### src/rtl/dmas_pixel_scheduler_if.sv
// Handshake and core-side bundle for dmas_pixel_scheduler: RF sample stream in, DMAS core drive/result,
// and the beamformed pixel stream out. slave = scheduler view, master = surrounding datapath view.
interface dmas_pixel_scheduler_if #(
   parameter int PIXEL_BITS = 6
);
   logic signed [15:0]     s_data;
   logic                   s_valid;
   logic                   s_ready;

   logic                   core_clr;
   logic                   core_en;
   logic signed [15:0]     core_din;
   logic [1:0]             core_sign;
   logic signed [16:0]     core_result;

   logic signed [16:0]     m_data;
   logic [PIXEL_BITS-1:0]  m_pix;
   logic                   m_valid;
   logic                   m_ready;

   modport slave (
      input  s_data, s_valid, core_result, m_ready,
      output s_ready, core_clr, core_en, core_din, core_sign, m_data, m_pix, m_valid
   );

   modport master (
      output s_data, s_valid, core_result, m_ready,
      input  s_ready, core_clr, core_en, core_din, core_sign, m_data, m_pix, m_valid
   );
endinterface

### src/rtl/dmas_pixel_scheduler.sv
// Per-pixel sequencer for the DMAS core: clear, stream CHANNELS samples, drain the core pipeline, hold
// the result for downstream. Optional DMAS_SIGN_SPLIT_EN splits s_data into magnitude and sign.
//
// state  | meaning
// IDLE   | waiting for start, busy low
// CLEAR  | core_clr pulse, channel count reset
// LOAD   | s_ready high, each accepted sample becomes a core_en beat next cycle
// DRAIN  | wait CORE_LATENCY+1 cycles for core_result, then capture
// HOLD   | m_valid high until downstream accepts
module dmas_pixel_scheduler #(
   parameter int CHANNELS     = 128,
   parameter int CHANNEL_BITS = 8,
   parameter int PIXELS       = 64,
   parameter int PIXEL_BITS   = 6,
   parameter int CORE_LATENCY = 5
) (
   input  logic                   clk,
   input  logic                   rst,
   input  logic                   start,
   output logic                   busy,
   output logic                   done,
   dmas_pixel_scheduler_if.slave  bus
);
   localparam int DRAIN_BITS = $clog2(CORE_LATENCY + 2);
   localparam logic [CHANNEL_BITS-1:0] CH_LAST    = CHANNEL_BITS'(CHANNELS - 1);
   localparam logic [PIXEL_BITS-1:0]   PIX_LAST   = PIXEL_BITS'(PIXELS - 1);
   localparam logic [DRAIN_BITS-1:0]   DRAIN_LAST = DRAIN_BITS'(CORE_LATENCY);

   typedef enum logic [2:0] {
      ST_IDLE,
      ST_CLEAR,
      ST_LOAD,
      ST_DRAIN,
      ST_HOLD
   } state_t;

   state_t                   state;
   state_t                   state_nxt;
   logic [CHANNEL_BITS-1:0]  chan_cnt;
   logic [PIXEL_BITS-1:0]    pix_cnt;
   logic [DRAIN_BITS-1:0]    drain_cnt;
   logic                     beat;
   logic                     load_last;
   logic                     drain_tc;
   logic                     accept;
   logic signed [15:0]       din_nxt;
   logic [1:0]               sign_nxt;

   assign busy         = (state != ST_IDLE);
   assign bus.s_ready  = (state == ST_LOAD);
   assign bus.core_clr = (state == ST_CLEAR);

   // Magnitude/sign formatting of the incoming sample; -32768 has no positive twin so it saturates.
   always_comb begin
      din_nxt  = bus.s_data;
      sign_nxt = 2'b01;
`ifdef DMAS_SIGN_SPLIT_EN
      if (bus.s_data == 16'sh8000) begin
         din_nxt  = 16'sh7fff;
         sign_nxt = 2'b11;
      end else if (bus.s_data[15]) begin
         din_nxt  = -bus.s_data;
         sign_nxt = 2'b11;
      end
`endif
   end

   always_ff @(posedge clk or negedge rst) begin
      if (!rst) state <= ST_IDLE;
      else      state <= state_nxt;
   end

   always_comb begin
      state_nxt = state;
      beat      = 1'b0;
      load_last = 1'b0;
      drain_tc  = 1'b0;
      accept    = 1'b0;
      case (state)
         ST_IDLE: begin
            if (start) state_nxt = ST_CLEAR;
         end
         ST_CLEAR: begin
            state_nxt = ST_LOAD;
         end
         ST_LOAD: begin
            beat      = bus.s_valid;
            load_last = bus.s_valid && (chan_cnt == CH_LAST);
            if (load_last) state_nxt = ST_DRAIN;
         end
         ST_DRAIN: begin
            drain_tc = (drain_cnt == DRAIN_LAST);
            if (drain_tc) state_nxt = ST_HOLD;
         end
         ST_HOLD: begin
            accept = bus.m_valid && bus.m_ready;
            if (accept) state_nxt = (pix_cnt == PIX_LAST) ? ST_IDLE : ST_CLEAR;
         end
         default: begin
            state_nxt = ST_IDLE;
         end
      endcase
   end

   always_ff @(posedge clk or negedge rst) begin
      if (!rst) begin
         chan_cnt      <= '0;
         pix_cnt       <= '0;
         drain_cnt     <= '0;
         done          <= 1'b0;
         bus.core_en   <= 1'b0;
         bus.core_din  <= '0;
         bus.core_sign <= 2'b01;
         bus.m_data    <= '0;
         bus.m_pix     <= '0;
         bus.m_valid   <= 1'b0;
      end else begin
         done        <= 1'b0;
         bus.core_en <= beat;
         // core_din/core_sign hold through bubbles so the core sees a stable bus
         if (beat) begin
            bus.core_din  <= din_nxt;
            bus.core_sign <= sign_nxt;
         end
         case (state)
            ST_IDLE: begin
               if (start) pix_cnt <= '0;
            end
            ST_CLEAR: begin
               chan_cnt <= '0;
            end
            ST_LOAD: begin
               if (load_last)  drain_cnt <= '0;
               else if (beat)  chan_cnt  <= chan_cnt + 1'b1;
            end
            ST_DRAIN: begin
               if (drain_tc) begin
                  bus.m_data  <= bus.core_result;
                  bus.m_pix   <= pix_cnt;
                  bus.m_valid <= 1'b1;
               end else begin
                  drain_cnt <= drain_cnt + 1'b1;
               end
            end
            ST_HOLD: begin
               if (accept) begin
                  bus.m_valid <= 1'b0;
                  if (pix_cnt == PIX_LAST) done    <= 1'b1;
                  else                     pix_cnt <= pix_cnt + 1'b1;
               end
            end
            default: ;
         endcase
      end
   end
endmodule

### src/flat_wrapper.sv
// flat-port wrapper written by rule: the top's interface ports become plain ports
module dmas_pixel_scheduler_flat 
#(
   parameter int CHANNELS     = 128,
   parameter int CHANNEL_BITS = 8,
   parameter int PIXELS       = 64,
   parameter int PIXEL_BITS   = 6,
   parameter int CORE_LATENCY = 5
)
  (clk, rst, start, busy, done, bus_s_data, bus_s_valid, bus_core_result, bus_m_ready, bus_s_ready, bus_core_clr, bus_core_en, bus_core_din, bus_core_sign, bus_m_data, bus_m_pix, bus_m_valid);
  dmas_pixel_scheduler_if #(.PIXEL_BITS(PIXEL_BITS)) bus_i ();
  input  logic clk;
  input  logic rst;
  input  logic start;
  output logic busy;
  output logic done;
  input wire logic [$bits(bus_i.s_data)-1:0] bus_s_data;
  input wire logic [$bits(bus_i.s_valid)-1:0] bus_s_valid;
  input wire logic [$bits(bus_i.core_result)-1:0] bus_core_result;
  input wire logic [$bits(bus_i.m_ready)-1:0] bus_m_ready;
  output wire logic [$bits(bus_i.s_ready)-1:0] bus_s_ready;
  output wire logic [$bits(bus_i.core_clr)-1:0] bus_core_clr;
  output wire logic [$bits(bus_i.core_en)-1:0] bus_core_en;
  output wire logic [$bits(bus_i.core_din)-1:0] bus_core_din;
  output wire logic [$bits(bus_i.core_sign)-1:0] bus_core_sign;
  output wire logic [$bits(bus_i.m_data)-1:0] bus_m_data;
  output wire logic [$bits(bus_i.m_pix)-1:0] bus_m_pix;
  output wire logic [$bits(bus_i.m_valid)-1:0] bus_m_valid;
  assign bus_i.s_data = bus_s_data;
  assign bus_i.s_valid = bus_s_valid;
  assign bus_i.core_result = bus_core_result;
  assign bus_i.m_ready = bus_m_ready;
  assign bus_s_ready = bus_i.s_ready;
  assign bus_core_clr = bus_i.core_clr;
  assign bus_core_en = bus_i.core_en;
  assign bus_core_din = bus_i.core_din;
  assign bus_core_sign = bus_i.core_sign;
  assign bus_m_data = bus_i.m_data;
  assign bus_m_pix = bus_i.m_pix;
  assign bus_m_valid = bus_i.m_valid;
  dmas_pixel_scheduler #(.CHANNELS(CHANNELS), .CHANNEL_BITS(CHANNEL_BITS), .PIXELS(PIXELS), .PIXEL_BITS(PIXEL_BITS), .CORE_LATENCY(CORE_LATENCY)) u_core (.clk(clk), .rst(rst), .start(start), .busy(busy), .done(done), .bus(bus_i));
endmodule
### config.mk
export PLATFORM = sky130hd
export DESIGN_NAME = dmas_pixel_scheduler_flat
export DESIGN_NICKNAME = d
export VERILOG_FILES = /design/src/rtl/dmas_pixel_scheduler_if.sv /design/src/rtl/dmas_pixel_scheduler.sv /design/src/flat_wrapper.sv
export SDC_FILE = /design/constraint.sdc
export NUM_CORES = 1
export LEC_CHECK = 0
export CAP_MARGIN = 20
export CELL_PAD_IN_SITES_DETAIL_PLACEMENT = 1
export CELL_PAD_IN_SITES_GLOBAL_PLACEMENT = 1
export CORE_ASPECT_RATIO = 1.75
export CORE_MARGIN = 5
export CORE_UTILIZATION = 38
export CTS_BUF_LIST = sky130_fd_sc_hd__clkbuf_8
export DETAILED_ROUTE_END_ITERATION = 16
export PLACE_DENSITY = 0.87
export SLEW_MARGIN = 20
export SYNTH_ARGS = -nofsm -noshare
export SYNTH_HDL_FRONTEND = slang
export SYNTH_SLANG_ARGS = --single-unit
### constraint.sdc
create_clock -name clk -period 1.9 [get_ports clk]
set_clock_uncertainty 0.15 [all_clocks]
set_input_delay 0.38 -clock clk [delete_from_list [all_inputs] [get_ports clk]]
set_output_delay 0.38 -clock clk [all_outputs]
set_load 0.005 [all_outputs]
==> metrics.txt <==
cell taking the most area after synthesis=dfrtp_1; Post-Syn Area per Cell=approximately 12 um2; CP Launch Type=flop; Synth Warn #=0; fin area=around 4000 um2; post-synthesis sequential area ratio=between 50 and 60%; placed inst area=between 3000 and 4000 um2; Core Rows=41; Largest stage delay, worst path=~0.40 ns; cell area after synthesis=around 2800 um2; Clock Sinks=62; overall routing resource usage=approximately 20%; RSZ-0062 raised after global routing=yes; effective utilization at floorplan=between 30% and 40%; syn nets=272; pins over their slew limit=0; gr ovfl total=0; Post-synth top cells=62 x dfrtp_1, 39 x mux2_2, 14 x nand2_1; highest net fanout along the worst path=20; most used cell, CP=buf_4; # setup viols final=0; largest net degree at the start of global routing=63; core outline area=7180 um2; Max VDD drop=about 0.49 mV; Cells after Synth=230; DIE HEIGHT=around 120 um; Yosys reg bits=slightly above 60; Skew-Pair Late Insertion Delay=roughly 0.35 ns; ys flop type=dfrtp_1; via count=2266; status=completed; share of post-route cells with drive strength above 1=roughly 28%; Worst-path clk slew=0.07 ns; post-synth cell types=44; Buf+Inv Stages, Crit Path=3; endpoints failing hold=0; Critical Path RT=slightly below 2 ns; power per standard cell area=roughly 770 nW/um2; EDFF count, synth=0; worst-path cell chain=buf_4, buf_4, and4bb_2, buf_12, mux2_2; root buffer cell=clkbuf_8; Setup WS post-layout=about 0.049 ns; post-synth top area share=between 50% and 60%; total of max-cap violations=0; CTS H-tree lvls=3; initial antenna violation count=0; vias in the first global route=2616; hold slack=0.354 ns; Worst Hold Class=reg -> reg; Async SR Flop Fraction=between 90% and 100%; first-pass GRT wire length=around 13000 um; FILL cells=773; P_leak=~1.9 nW; Routed WL=~8300 um; ANT cells=0; chip width=around 75 um; area added between synthesis and finish=47.3%; drt initial violations=87; crit path time final=between 1.5 and 2 ns; number of vias per cell=between 5 and 6; TritonCTS Buffers=9; # IOs=85; DR DRC count=0; Crit Path Class=reg -> reg; die area=9190 um2; critical path data arrival time=1.93 ns; DP Wirelength=6030 um; final net count=379; IO buf count=between 80 and 90; antenna viol nets, final=0; GPL Wtd Cong=roughly 0.81; crit-path leading delay family=buffers and inverters; post-DR wirelength/cell=approximately 19 um; endpoint class of the critical path=flop; count leader, synth=dfrtp_1; Slowest-stage cell, CP=dfrtp_1; Clock Tree Buf Depth=2; Tcrit/Tclk final=~100%; Max Clk Rate=~0.54 GHz; CTS tree=built; Synth area leaders=dfrtp_1 56%, mux2_2 16%, nand3_1 2.0%; Place WS=-0.186 ns; DRT Pass-1 Iters=6
## worst reg2reg max path: stages, from the launching register on
cell and delay, ns:
dfrtp_1 0.40, buf_4 0.14, buf_4 0.16, and4bb_2 0.35, buf_12 0.17, mux2_2 0.36
## stage by stage
stage          std cells  setup TNS [ns]  power, mW  utilization (%)
6_report             428               0       3.14             57.0
5_1_grt              428        -0.00559       3.29             57.0
4_1_cts              426         -0.0891       3.19             56.7
3_5_place_dp         405           -2.98       1.98             53.1
3_3_place_gp         405           -1.45       1.94             53.1
2_1_floorplan        230               0       1.69                -
## routing by layer
metal | vias to the layer above | wire length (um) | part of all wire (%) | GRT usage [%]
met2 | 59 | 4910 | 59 | 36.1
li1 | 1038 | - | - | -
met4 | 0 | 286 | 3.5 | 9.13
met3 | 21 | 349 | 4.2 | 6.10
met1 | 1148 | 2740 | 33 | 19.2
met5 | - | 0 | 0 | 0
## kinds of logic (layout without fill, tap and decap cells)
| family | Yosys count | count (layout) | share of synthesized area [%] |
|---|---|---|---|
| fa+ha+maj | 4 | 4 | 1.80 |
| other cells | 2 | 2 | 0.270 |
| buf+inv | 19 | 131 | 3.47 |
| compound gates | 39 | 39 | 9.19 |
| simple gates | 62 | 62 | 12.5 |
| mux | 42 | 42 | 16.9 |
| flops | 62 | 62 | 55.9 |
## where the power goes
part | total [mW] | switching, mW | internal (mW)
Sequential | 1.51 | 0.0990 | 1.41
Combinational | 0.450 | 0.197 | 0.253
Clock | 1.18 | 0.514 | 0.665
Total | 3.14 | 0.810 | 2.33
## cell type report
class / instances / area [um2] / share of cell area (%)
clock buffers: 11 / 151 / 3.70
multi-input cells: 149 / 1160 / 28.4
repair buffers: 108 / 1040 / 25.4
flip-flops and latches: 62 / 1550 / 38.0
well taps: 86 / 108 / 2.63
clock inverters: 5 / 48.8 / 1.19
inverters: 7 / 26.3 / 0.642
## registers in the layout, summed over array words and instances, names as in the netlist
signal and count:
u_core.bus.core_din 16, u_core.bus.core_en 1, u_core.bus.m_data 17, u_core.bus.m_pix 6, u_core.bus.m_valid 1, u_core.chan_cnt 8, u_core.done 1, u_core.drain_cnt 3
u_core.pix_cnt 6, u_core.state 3
## worst paths after layout
kind / from / end / slack [ns] / cells after the start
max reg2reg: u_core.state[2]$_DFFE_PN0P_ / u_core.bus.core_din[8]$_DFFE_PN0P_ / 0.05 / 5
min: u_core.bus.m_valid$_DFFE_PN0P_ / u_core.bus.m_valid$_DFFE_PN0P_ / 0.35 / 1
min in group asynchronous: rst / u_core.bus.core_din[15]$_DFFE_PN0P_ / 0.41 / 3
max: u_core.state[2]$_DFFE_PN0P_ / u_core.bus.core_din[8]$_DFFE_PN0P_ / 0.05 / 5
min reg2reg: u_core.bus.m_valid$_DFFE_PN0P_ / u_core.bus.m_valid$_DFFE_PN0P_ / 0.35 / 1
max in group asynchronous: rst / u_core.state[1]$_DFFE_PN0P_ / 0.86 / 3
## cell usage in the layout, fill, tap and decap left out, types with 4 or more instances in the layout
master	n
clkdlybuf4s50_1	78
a21oi_1	7
dfrtp_1	60
a21o_1	4
a31oi_1	6
nand3_1	11
nor3_1	4
inv_1	8
mux2_2	39
nand2_1	14
nor2_1	5
o21ai_0	8
clkbuf_8	11
buf_4	21
## repair_timing
action | 4_1_cts | 5_1_grt
cloned | 0 | 0
setup buffers | 4 | 4
hold endpoints to repair | 62 | 0
endpoints found under the setup margin | 3 | 13
gates resized for setup | 14 | 8
pin swaps | 2 | 3
hold buffers | 1 | 0
No activity file was read; power rests on OpenSTA's default activity.
